--- src/rtl/sobel_stream.sv ---
// ============================================================================
// Module   : sobel_stream
// Purpose  : Streaming 3x3 Sobel gradient-magnitude stage. Raster-order pixels
//            arrive over valid/ready, two line buffers plus a two-column
//            window form each 3x3 neighbourhood, and one saturated magnitude
//            plus a thresholded edge bit leaves per input pixel, in raster
//            order. The final IMG_W+1 outputs (all on the border) are
//            generated internally once the last input pixel is accepted.
// Ports    : clk, reset_n            - clock, asynchronous active-low reset
//            s_valid/s_ready/s_data  - input pixel handshake and data
//            s_sof                   - first input pixel of a frame
//            cfg_thresh              - edge threshold, latched with s_sof
//            m_valid/m_ready/m_data  - output magnitude handshake and data
//            m_edge                  - m_data >= latched threshold
//            m_sof/m_eof             - first / last output pixel of a frame
//            frame_done              - pulse after the m_eof handshake
//            err_sof                 - pulse on s_sof accepted mid-frame
// Revision : 1.0 - initial release
// ============================================================================
`default_nettype none

module sobel_stream #(
    parameter int IMG_W = 50,
    parameter int IMG_H = 50,
    parameter int PIX_W = 8
) (
    input  logic             clk,
    input  logic             reset_n,
    input  logic             s_valid,
    output logic             s_ready,
    input  logic [PIX_W-1:0] s_data,
    input  logic             s_sof,
    input  logic [PIX_W-1:0] cfg_thresh,
    output logic             m_valid,
    input  logic             m_ready,
    output logic [PIX_W-1:0] m_data,
    output logic             m_edge,
    output logic             m_sof,
    output logic             m_eof,
    output logic             frame_done,
    output logic             err_sof
);

    localparam int c_CW = $clog2(IMG_W);
    localparam int c_RW = $clog2(IMG_H);
    localparam int c_FW = $clog2(IMG_W + 2);
    localparam int c_SW = PIX_W + 2;   // a + 2b + c
    localparam int c_GW = PIX_W + 3;   // signed gradient
    localparam int c_MW = PIX_W + 4;   // |Gx| + |Gy|

    localparam logic [c_CW-1:0] c_LAST_COL = c_CW'(IMG_W - 1);
    localparam logic [c_RW-1:0] c_LAST_ROW = c_RW'(IMG_H - 1);
    localparam logic [c_FW-1:0] c_FLUSH_N  = c_FW'(IMG_W + 1);

    typedef enum logic [1:0] {
        ST_IDLE  = 2'd0,
        ST_RUN   = 2'd1,
        ST_FLUSH = 2'd2
    } state_t;

    state_t             r_state;
    logic [c_CW-1:0]    r_col;        // column of the next input pixel
    logic [c_RW-1:0]    r_row;        // row of the next input pixel
    logic [c_FW-1:0]    r_flush_cnt;
    logic [PIX_W-1:0]   r_thresh;

    // r_lb0 holds the previous row, r_lb1 the row before that.
    logic [PIX_W-1:0]   r_lb0 [0:IMG_W-1];
    logic [PIX_W-1:0]   r_lb1 [0:IMG_W-1];
    // Window columns: index 0 = left (c-1), index 1 = centre (c).
    // The right column is the incoming pixel and its two line-buffer reads.
    logic [PIX_W-1:0]   r_top [0:1];
    logic [PIX_W-1:0]   r_mid [0:1];
    logic [PIX_W-1:0]   r_bot [0:1];

    logic               w_slot;
    logic               w_acc;
    logic               w_take;
    logic [c_CW-1:0]    w_wr_col;
    logic [PIX_W-1:0]   w_rt;
    logic [PIX_W-1:0]   w_rm;
    logic               w_emit;
    logic               w_interior;
    logic signed [c_GW-1:0] w_gx;
    logic signed [c_GW-1:0] w_gy;
    logic [c_GW-1:0]    w_ax;
    logic [c_GW-1:0]    w_ay;
    logic [c_MW-1:0]    w_mag;
    logic [PIX_W-1:0]   w_sat;

    function automatic logic [c_SW-1:0] tri_sum(input logic [PIX_W-1:0] a,
                                                 input logic [PIX_W-1:0] b,
                                                 input logic [PIX_W-1:0] c);
        return {2'b00, a} + {1'b0, b, 1'b0} + {2'b00, c};
    endfunction

    assign w_slot  = !m_valid || m_ready;
    assign s_ready = reset_n && (r_state != ST_FLUSH) && w_slot;
    assign w_acc   = s_valid && s_ready;
    // In IDLE only an s_sof pixel is kept; everything else is dropped.
    assign w_take  = w_acc && ((r_state == ST_RUN) || s_sof);
    // A frame-start pixel always lands in column 0, even when it aborts a frame.
    assign w_wr_col = s_sof ? '0 : r_col;
    assign w_rt     = r_lb1[w_wr_col];
    assign w_rm     = r_lb0[w_wr_col];

    // Input (row, col) produces the output centred at (row-1, col-1); for
    // col 0 the centre wraps to the previous row's last column (a border).
    assign w_emit     = (r_row >= c_RW'(2)) || ((r_row == c_RW'(1)) && (r_col != '0));
    assign w_interior = (r_row >= c_RW'(2)) && (r_col >= c_CW'(2));

    assign w_gx = $signed({1'b0, tri_sum(w_rt, w_rm, s_data)})
                - $signed({1'b0, tri_sum(r_top[0], r_mid[0], r_bot[0])});
    assign w_gy = $signed({1'b0, tri_sum(r_bot[0], r_bot[1], s_data)})
                - $signed({1'b0, tri_sum(r_top[0], r_top[1], w_rt)});
    assign w_ax  = w_gx[c_GW-1] ? $unsigned(-w_gx) : $unsigned(w_gx);
    assign w_ay  = w_gy[c_GW-1] ? $unsigned(-w_gy) : $unsigned(w_gy);
    assign w_mag = {1'b0, w_ax} + {1'b0, w_ay};
    assign w_sat = (|w_mag[c_MW-1:PIX_W]) ? '1 : w_mag[PIX_W-1:0];

    // Line buffers and window carry no reset: every location is written
    // before any interior output reads it.
    always_ff @(posedge clk) begin : p_store
        if (w_take) begin
            r_lb1[w_wr_col] <= w_rm;
            r_lb0[w_wr_col] <= s_data;
            r_top[0] <= r_top[1];
            r_top[1] <= w_rt;
            r_mid[0] <= r_mid[1];
            r_mid[1] <= w_rm;
            r_bot[0] <= r_bot[1];
            r_bot[1] <= s_data;
        end
    end

    always_ff @(posedge clk or negedge reset_n) begin : p_ctrl
        if (!reset_n) begin
            r_state     <= ST_IDLE;
            r_col       <= '0;
            r_row       <= '0;
            r_flush_cnt <= '0;
            r_thresh    <= '0;
            m_valid     <= 1'b0;
            m_data      <= '0;
            m_edge      <= 1'b0;
            m_sof       <= 1'b0;
            m_eof       <= 1'b0;
            frame_done  <= 1'b0;
            err_sof     <= 1'b0;
        end else begin
            frame_done <= 1'b0;
            err_sof    <= 1'b0;
            if (m_valid && m_ready) begin
                m_valid <= 1'b0;
            end
            case (r_state)
                ST_IDLE: begin
                    if (w_acc && s_sof) begin
                        r_state  <= ST_RUN;
                        r_thresh <= cfg_thresh;
                        r_col    <= c_CW'(1);
                        r_row    <= '0;
                    end
                end
                ST_RUN: begin
                    if (w_acc) begin
                        if (s_sof) begin
                            // Abandon the current frame; any registered output
                            // still drains through the normal handshake.
                            err_sof  <= 1'b1;
                            r_thresh <= cfg_thresh;
                            r_col    <= c_CW'(1);
                            r_row    <= '0;
                        end else begin
                            if (w_emit) begin
                                m_valid <= 1'b1;
                                m_data  <= w_interior ? w_sat : '0;
                                m_edge  <= w_interior && (w_sat >= r_thresh);
                                m_sof   <= (r_row == c_RW'(1)) && (r_col == c_CW'(1));
                                m_eof   <= 1'b0;
                            end
                            if (r_col == c_LAST_COL) begin
                                r_col <= '0;
                                if (r_row == c_LAST_ROW) begin
                                    r_state     <= ST_FLUSH;
                                    r_flush_cnt <= c_FLUSH_N;
                                end else begin
                                    r_row <= r_row + c_RW'(1);
                                end
                            end else begin
                                r_col <= r_col + c_CW'(1);
                            end
                        end
                    end
                end
                ST_FLUSH: begin
                    // Every flushed position lies on the border, so data is 0.
                    if (w_slot && (r_flush_cnt != '0)) begin
                        m_valid     <= 1'b1;
                        m_data      <= '0;
                        m_edge      <= 1'b0;
                        m_sof       <= 1'b0;
                        m_eof       <= (r_flush_cnt == c_FW'(1));
                        r_flush_cnt <= r_flush_cnt - c_FW'(1);
                    end else if (m_valid && m_ready && m_eof) begin
                        r_state    <= ST_IDLE;
                        frame_done <= 1'b1;
                    end
                end
                default: r_state <= ST_IDLE;
            endcase
        end
    end

endmodule

`default_nettype wire

--- config.mk ---
export PLATFORM = sky130hd
export DESIGN_NAME = sobel_stream
export DESIGN_NICKNAME = d
export VERILOG_FILES = /design/src/rtl/sobel_stream.sv
export SDC_FILE = /design/constraint.sdc
export NUM_CORES = 1
export LEC_CHECK = 0
export CORE_ASPECT_RATIO = 2
export CORE_MARGIN = 2
export CORE_UTILIZATION = 58
export CTS_BUF_LIST = sky130_fd_sc_hd__clkbuf_8
export DETAILED_ROUTE_END_ITERATION = 8
export GPL_TIMING_DRIVEN = 0
export PLACE_DENSITY = 0.76
export SETUP_SLACK_MARGIN = 0.05
export SLEW_MARGIN = 20
export SYNTH_ARGS = -nofsm -noshare
export SYNTH_HDL_FRONTEND = slang
export SYNTH_SLANG_ARGS = --single-unit
export TNS_END_PERCENT = 10
--- constraint.sdc ---
create_clock -name clk -period 13.1 [get_ports clk]
set_input_delay 3.275 -clock clk [delete_from_list [all_inputs] [get_ports clk]]
set_output_delay 3.275 -clock clk [all_outputs]
set_load 0.05 [all_outputs]
* Word-level counts from Yosys, hierarchy flattened
Memories as Yosys holds them, arrays and structs flattened. Index checks and enable logic that the tools add are counted.
Cells by class: $add $sub $neg 16, multipliers 0, div/mod/pow operators 0, $lt $le $gt $ge 3, eq/ne operators 20, shift operators 0, muxes and demuxes 67, bitwise logic cells 0, reduce and logical (&&, ||, !) cells 28
Operators by type and width (count):
- 6-bit 2-to-1 mux | 15
- 8-bit 2-to-1 mux | 9
- 10-bit by 8-bit adder with 10-bit output | 4
- 8-bit by 9-bit adder with 10-bit output | 4
- 6-bit one-hot mux with 2 select lines | 3
- 8-bit one-hot mux with 2 select lines | 2
- 1-bit 2-to-1 mux | 24
- 11-bit 2-to-1 mux | 2
- 11-bit negation | 2
- 10-bit by 10-bit subtractor with 11-bit output | 2
- 6-bit by 1-bit equality test with 1-bit output (second input constant) | 3
- 2-bit inequality test (second input constant) | 9
- 2-bit 2-to-1 mux | 7
- 11-bit by 11-bit adder with 12-bit output | 1
- 6-bit by 1-bit adder with 6-bit output (second input constant) | 2
- 6-bit equality test (second input constant) | 2
- 6-bit by 2-bit >= comparator with 1-bit output (second input constant) | 2
- 1-bit logical AND | 12
- 6-bit nonzero test | 2
- 5-bit AND reduction | 2
- 8-bit >= comparator | 1
- 1-bit one-hot mux with 2 select lines | 4
- 7-bit AND reduction | 1
- 2-bit one-hot mux with 3 select lines | 1
- 14 further kinds | 18
Word-level totals: flip-flop bits (word level) 42, bits in latches 0, memory bits (writable) 848, ROM bits 0, bits of input ports 21, output and inout bits 15, logic and storage cells 151, memories 5
Memory list:
- r_lb0 | words 50, width 8, read ports 1, clocked after memory_dff 0, write ports 1, RTL line 68 | logic [PIX_W-1:0] r_lb0 [0:IMG_W-1];
- r_lb1 | words 50, width 8, read ports 1, clocked after memory_dff 0, write ports 1, RTL line 69 | logic [PIX_W-1:0] r_lb1 [0:IMG_W-1];
- r_bot | words 2, width 8, read ports 2, clocked after memory_dff 0, write ports 2, RTL line 74 | logic [PIX_W-1:0] r_bot [0:1];
- r_mid | words 2, width 8, read ports 2, clocked after memory_dff 0, write ports 2, RTL line 73 | logic [PIX_W-1:0] r_mid [0:1];
- r_top | words 2, width 8, read ports 2, clocked after memory_dff 0, write ports 2, RTL line 72 | logic [PIX_W-1:0] r_top [0:1];

* Logic depth before layout (Yosys ltp)
An unclocked memory read counts as a cell.
depth in word-level cells 16, gate-level depth with buffers 38, gate-level depth less buffers 33

* Worst setup path before layout
No wires, ideal clock.
path type in2reg, start input s_sof, end register m_edge, setup time 145 ps, data arrival time 11970 ps, data required time 12955 ps, slack 985 ps, stages 35, buffers on the path 4, path through buf_4 -> buf_4 -> a21oi_2 -> buf_2 -> buf_2 -> o221ai_1 -> a211oi_1 -> o31ai_1 -> o2bb2ai_1 -> fa_1 -> inv_1 -> ha_1 -> inv_1 -> fa_1 -> ha_1 -> fa_1 -> a211oi_1 -> nor2_1 -> xnor2_1 -> or3_1 -> o21ai_0 -> xnor2_1 -> ha_1 -> a21o_1 -> a211oi_1 -> o221ai_1 -> a221oi_2 -> and3b_1 -> ha_1 -> nand2b_1 -> a21o_1 -> a21oi_1 -> o21ai_0 -> a311oi_1 -> o31ai_1
On the way: longest elaborated chain between the ends 16, elaborated cells on any way between the ends 23, those cells by class 8 x add/sub; 1 x order compare; 1 x eq/ne; 8 x mux; 3 x reduce/logical; 2 x memory
Ends and longest elaborated chain:
- start: declaration | RTL line 32 | input logic s_sof,
- 6-bit 2-to-1 mux * | RTL line 103 | assign w_wr_col = s_sof ? '0 : r_col;
- memory read 50 x 8 bit *
- via w_rm[0] | RTL line 81 | logic [PIX_W-1:0] w_rm;
- 8-bit by 9-bit adder with 10-bit output * | RTL line 94 | return {2'b00, a} + {1'b0, b, 1'b0} + {2'b00, c};
- 10-bit by 8-bit adder with 10-bit output * | RTL line 94
- 10-bit by 10-bit subtractor with 11-bit output * | RTL line 113 | - $signed({1'b0, tri_sum(r_top[0], r_mid[0], r_bot[0])});
- 11-bit negation | RTL line 116 | assign w_ax = w_gx[c_GW-1] ? $unsigned(-w_gx) : $unsigned(w_gx);
- 11-bit 2-to-1 mux * | RTL line 116
- 11-bit by 11-bit adder with 12-bit output * | RTL line 118 | assign w_mag = {1'b0, w_ax} + {1'b0, w_ay};
- 4-bit OR reduction | RTL line 119 | assign w_sat = (|w_mag[c_MW-1:PIX_W]) ? '1 : w_mag[PIX_W-1:0];
- 8-bit 2-to-1 mux * | RTL line 119
- 8-bit >= comparator * | RTL line 178 | m_edge <= w_interior && (w_sat >= r_thresh);
- 1-bit logical AND * | RTL line 178
- 1-bit 2-to-1 mux * | RTL line 175 | if (w_emit) begin
- 1-bit 2-to-1 mux * | RTL line 167 | if (s_sof) begin
- 1-bit 2-to-1 mux * | RTL line 166 | if (w_acc) begin
- 1-bit one-hot mux with 2 select lines * | RTL line 156 | case (r_state)
- end signal: assignment | RTL line 178
- end: declaration | RTL line 37 | output logic m_edge,
The timed path passes the listed nets; every way through them passes the cells marked *. The select of a mux whose other input is x is not followed. A chain may end at the register's enable or synchronous reset.

* Final worst setup path
start input s_sof, end register m_edge
On the way: longest elaborated chain between the ends 16, elaborated cells on any way between the ends 23, those cells by class 8 x add/sub; 1 x order compare; 1 x eq/ne; 8 x mux; 3 x reduce/logical; 2 x memory
Ends and longest elaborated chain:
- 6-bit 2-to-1 mux * | RTL line 103
- memory read 50 x 8 bit *
- via w_rt[2] | RTL line 80 | logic [PIX_W-1:0] w_rt;
- 8-bit by 9-bit adder with 10-bit output | RTL line 94
- 10-bit by 8-bit adder with 10-bit output | RTL line 94
- 10-bit by 10-bit subtractor with 11-bit output | RTL line 113
- 11-bit negation | RTL line 116
- 11-bit 2-to-1 mux | RTL line 116
- 11-bit by 11-bit adder with 12-bit output * | RTL line 118
- 4-bit OR reduction | RTL line 119
- 8-bit 2-to-1 mux * | RTL line 119
- 8-bit >= comparator * | RTL line 178
- 1-bit logical AND * | RTL line 178
- 1-bit 2-to-1 mux * | RTL line 175
- 1-bit 2-to-1 mux * | RTL line 167
- 1-bit 2-to-1 mux * | RTL line 166
- 1-bit one-hot mux with 2 select lines * | RTL line 156
Marks and branches as above.

==> results.md <==
Global route:
- The number of global-route vias before repair is 26.3k.
- The maximum number of pins on one net before global-route repair is 54.
- The all-layer global routing usage is 47.6%.
- For this run the aggregate overflow at the end of global routing stands at 0.
- The global-route wire length before repair is 212000 µm.
- The number of antenna violations at the first check in global routing is 9.

Hold path:
- In this run the worst hold path is classified as reg -> reg.

Clock tree:
- CTS saw 890 sinks.
- The longest clock path from root to sink contains 3 buffers.
- After clock tree synthesis, the clock-pin slew on the worst setup and hold paths is approximately 0.07 ns.
- The root cell of the clock tree is clkbuf_8.
- TritonCTS created 116 clock buffers.
- Clock latency on the worst-skew pair, taken at its later pin, is 0.86 ns.
- The maximum level of the CTS H-tree is 3.
- The clock tree from TritonCTS is done.

Yosys:
- The mean instance size in the synthesized netlist is 15.3 µm².
- During synthesis, Yosys emitted a total of 0 warnings.
- After synthesis, the share of flip-flops with an asynchronous set or reset is between 4 and 5%.
- The cell area after synthesis is 38500 µm².
- After synthesis, the netlist uses 88 different library cells.
- The cell count after synthesis came out at approximately 2.5k.
- The number of register bits inferred by synthesis is a little under 900.
- The synthesized netlist net count is 2658.
- The sequential cell area fraction in the yosys report is 68.8%.
- In the synthesized netlist the dominant register cell turns out to be edfxtp_1.
- In this run, synthesis inferred approximately 850 flip-flops with an integrated enable.

Place:
- Once detailed placement completed, the half-perimeter wirelength came to between 100000 and 150000 µm.
- Timing analysis after detailed placement gives a worst setup slack of -1.53 ns.
- The congestion estimate from routability-driven global placement came to about 1.1.
- The number of I/O port buffers is 35.
- The post-detailed-placement cell area is 41200 µm².
- The cell total after placement is 3499.

Detailed routing:
- The number of remaining DRC errors is 0.
- The first routing iteration left between 3k and 4k violations.
- The detailed router placed 26.8k vias in this run.
- The wire length per cell after detailed routing is between 40 and 50 µm.
- The detailed-router iteration count before antenna repair is 8.
- After detailed routing, the number of vias per cell comes to 7.20.
- The detail route stage leaves a number of antenna-violating nets equal to 0.
- The post-detailed-routing wire length is approximately 160000 µm.

Critical path:
- The worst path required time is 13.77 ns.
- The critical path startpoint category is an input pin.
- The highest fanout seen on the critical path is 10.
- The largest single stage delay on the critical path is 0.73 ns.
- The classification of the worst setup path is in -> reg.
- Among all stages on the critical path, the largest delay is contributed by nor3_1.
- For the worst setup path, the data arrival time is 13.71 ns.
- The critical path capture point type is a flop.
- By instance count, the cell type seen most on the critical path is fa_1.

Die:
- The vertical extent of the die is around 370 µm.
- The initial utilization of the core area, before any placement, comes to 58.6%.
- In this run the core area contains between 100 and 150 standard-cell rows.
- The die footprint is 68600 µm².
- The core outline area is 65700 µm².
- In this run the count of I/O pins placed on the die edge is 36.
- The x dimension of the die is 186 µm.

Timing:
- The worst clock skew is roughly 0.042 ns.
- The total count of max-transition violations in the final report was 0.
- Subtracting the final worst setup slack from the clock period gives 13.04 ns.
- The post-layout worst setup margin is 0.0567 ns.
- The worst relative slew slack is 14.0%.
- The final count of negative-setup-slack endpoints is 0.
- Of the available clock period, the critical path in the final layout requires 99.6%.
- The number of hold violations in the final report is 0.
- The top achievable clock speed is 76.7 MHz.
- For the pin with the worst max-slew slack, the measured transition is about 1.3 ns.
- Setup repair after global routing left no endpoint under its margin.

Run:
- The count of max-cap constraint violations is 0.

Outcome:
- The flow ran to the end, and the final reports show no timing, DRC or antenna violations.

Cells and area:
- The layout has 4662 filler cells.
- The area growth from synthesis to final layout is 13.7%.
- After routing the design area is 43800 µm².
- The layout cell share with drive strength beyond 1 is 18.8%.
- The layout net count is about 2.9k.
- The count of cells in the finished layout, fillers not included, comes to 3720.
-- per-layer routing --
layer / vias to the layer above / share of wire [%] / global-route usage (%)
met5: - / 0.041 / 0
met4: 8 / 13 / 45.6
li1: 10318 / - / -
met3: 761 / 12 / 13.8
met1: 13372 / 30 / 51.3
met2: 2324 / 46 / 73.9
-- state kept, by name, indices dropped and copies added (netlist names), 2 cells and up --
signal       flops
r_flush_cnt      6
r_state          2
r_row            6
r_top           16
r_lb0          400
m_data           8
r_thresh         8
r_bot           16
r_lb1          400
r_col            6
r_mid           16
-- repair_timing --
item | CTS | global route
resized for setup | 28 | 36
pin swaps | 1 | 0
setup buffers | 1 | 0
endpoints found under the hold margin | 0 | 0
endpoints found under the setup margin | 1 | 1
gates cloned | 1 | 0
hold buffers | 0 | 0
-- worst max-delay path: cells and delay by family --
kind / cells / cell delay (ns)
buf+inv: 5 / 2.02
xor+xnor: 2 / 0.90
compound gates: 12 / 3.14
simple gates: 6 / 1.78
fa+ha+maj: 6 / 2.57
-- logic make-up after synthesis --
logic type      Yosys count  synth area share, %
simple gates            457                 5.79
flops                   890                 68.8
compound gates          583                 10.5
buf+inv                 232                 3.05
fa+ha+maj               121                 5.16
mux                     198                 5.92
xor+xnor                 35                0.796
-- synth_stat cells, types with 9 or more instances --
cell,n,area [µm²]
nand2_1,114,428
nand2b_1,16,100
buf_2,47,235
o21a_1,9,67.6
nand3b_1,13,97.6
ha_1,58,726
xnor2_1,26,228
a22oi_1,19,143
o21ai_0,86,430
o31ai_1,16,120
fa_1,63,1260
nor3b_1,10,75.1
nor3_1,28,140
o22ai_1,106,663
inv_1,101,379
buf_4,23,173
a32oi_1,18,158
edfxtp_1,848,25500
o22a_1,19,166
a21o_1,12,90.1
a21oi_1,101,505
buf_6,19,214
nand4_1,13,81.3
mux2i_1,124,1240
dfrtp_1,42,1050
a221oi_1,16,140
a22o_1,11,96.3
a211oi_1,34,255
nor2_1,159,597
clkbuf_1,36,135
or3_1,11,68.8
mux4_2,18,405
mux2_2,55,619
o21ai_1,9,45.0
nor2b_1,23,144
xor2_1,9,78.8
o221ai_1,41,359
nand3_1,19,95.1
a2bb2oi_1,14,123
-- worst paths after layout --
check | slack (ns) | startpoint | to | cells past startpoint
setup / recovery | 0.06 | s_sof | m_edge$_DFFE_PN0P_ | 31
setup reg to reg | 2.26 | r_col[0]$_DFFE_PN0P_ | m_edge$_DFFE_PN0P_ | 33
min in group asynchronous | 2.40 | reset_n | m_valid$_DFF_PN0_ | 1
hold / removal | 0.42 | r_mid[0][13]$_DFFE_PP_ | r_mid[0][5]$_DFFE_PP_ | 0
max in group asynchronous | 10.17 | reset_n | m_data[1]$_DFFE_PN0P_ | 2
hold reg to reg | 0.42 | r_mid[0][13]$_DFFE_PP_ | r_mid[0][5]$_DFFE_PP_ | 0
-- placed cells by master (no fill, tap or decap), types with 28 or more instances in the layout --
| master | synthesis | routed |
|---|---|---|
| a211oi_1 | 34 | 31 |
| a21oi_1 | 101 | 100 |
| buf_2 | 47 | 42 |
| buf_4 | 23 | 45 |
| buf_6 | 19 | 45 |
| clkbuf_8 | 0 | 124 |
| clkinv_1 | 0 | 28 |
| dfrtp_1 | 42 | 42 |
| edfxtp_1 | 848 | 848 |
| fa_1 | 63 | 63 |
| ha_1 | 58 | 58 |
| inv_1 | 101 | 135 |
| mux2_2 | 55 | 55 |
| mux2i_1 | 124 | 124 |
| nand2_1 | 114 | 113 |
| nor2_1 | 159 | 110 |
| nor2_2 | 0 | 39 |
| o21ai_0 | 86 | 82 |
| o221ai_1 | 41 | 41 |
| o22ai_1 | 106 | 106 |
-- layout make-up --
class | count | area, µm² | share of cell area, %
Clock inverter | 93 | 627 | 1.43
Inverter | 101 | 383 | 0.874
Clock buffer | 124 | 1710 | 3.89
Antenna cell | 3 | 7.51 | 0.0171
Tap cell | 877 | 1100 | 2.50
Timing Repair Buffer | 108 | 1330 | 3.03
Multi-Input combinational cell | 1395 | 11300 | 25.8
Buffer | 129 | 850 | 1.94
Sequential cell | 890 | 26500 | 60.5
-- metrics by stage --
step           hold slack, ns  setup TNS [ns]  util, %
3_3_place_gp            0.401         -525.51     60.8
6_report                0.425               0     66.7
4_1_cts                 0.424               0     66.5
3_5_place_dp            0.405           -4.35     62.7
5_1_grt                 0.434               0     66.7
2_1_floorplan           0.400               0        -
Power is not shown: default switching activity piles up to over one toggle a cycle in this logic, so the estimate is an artifact.
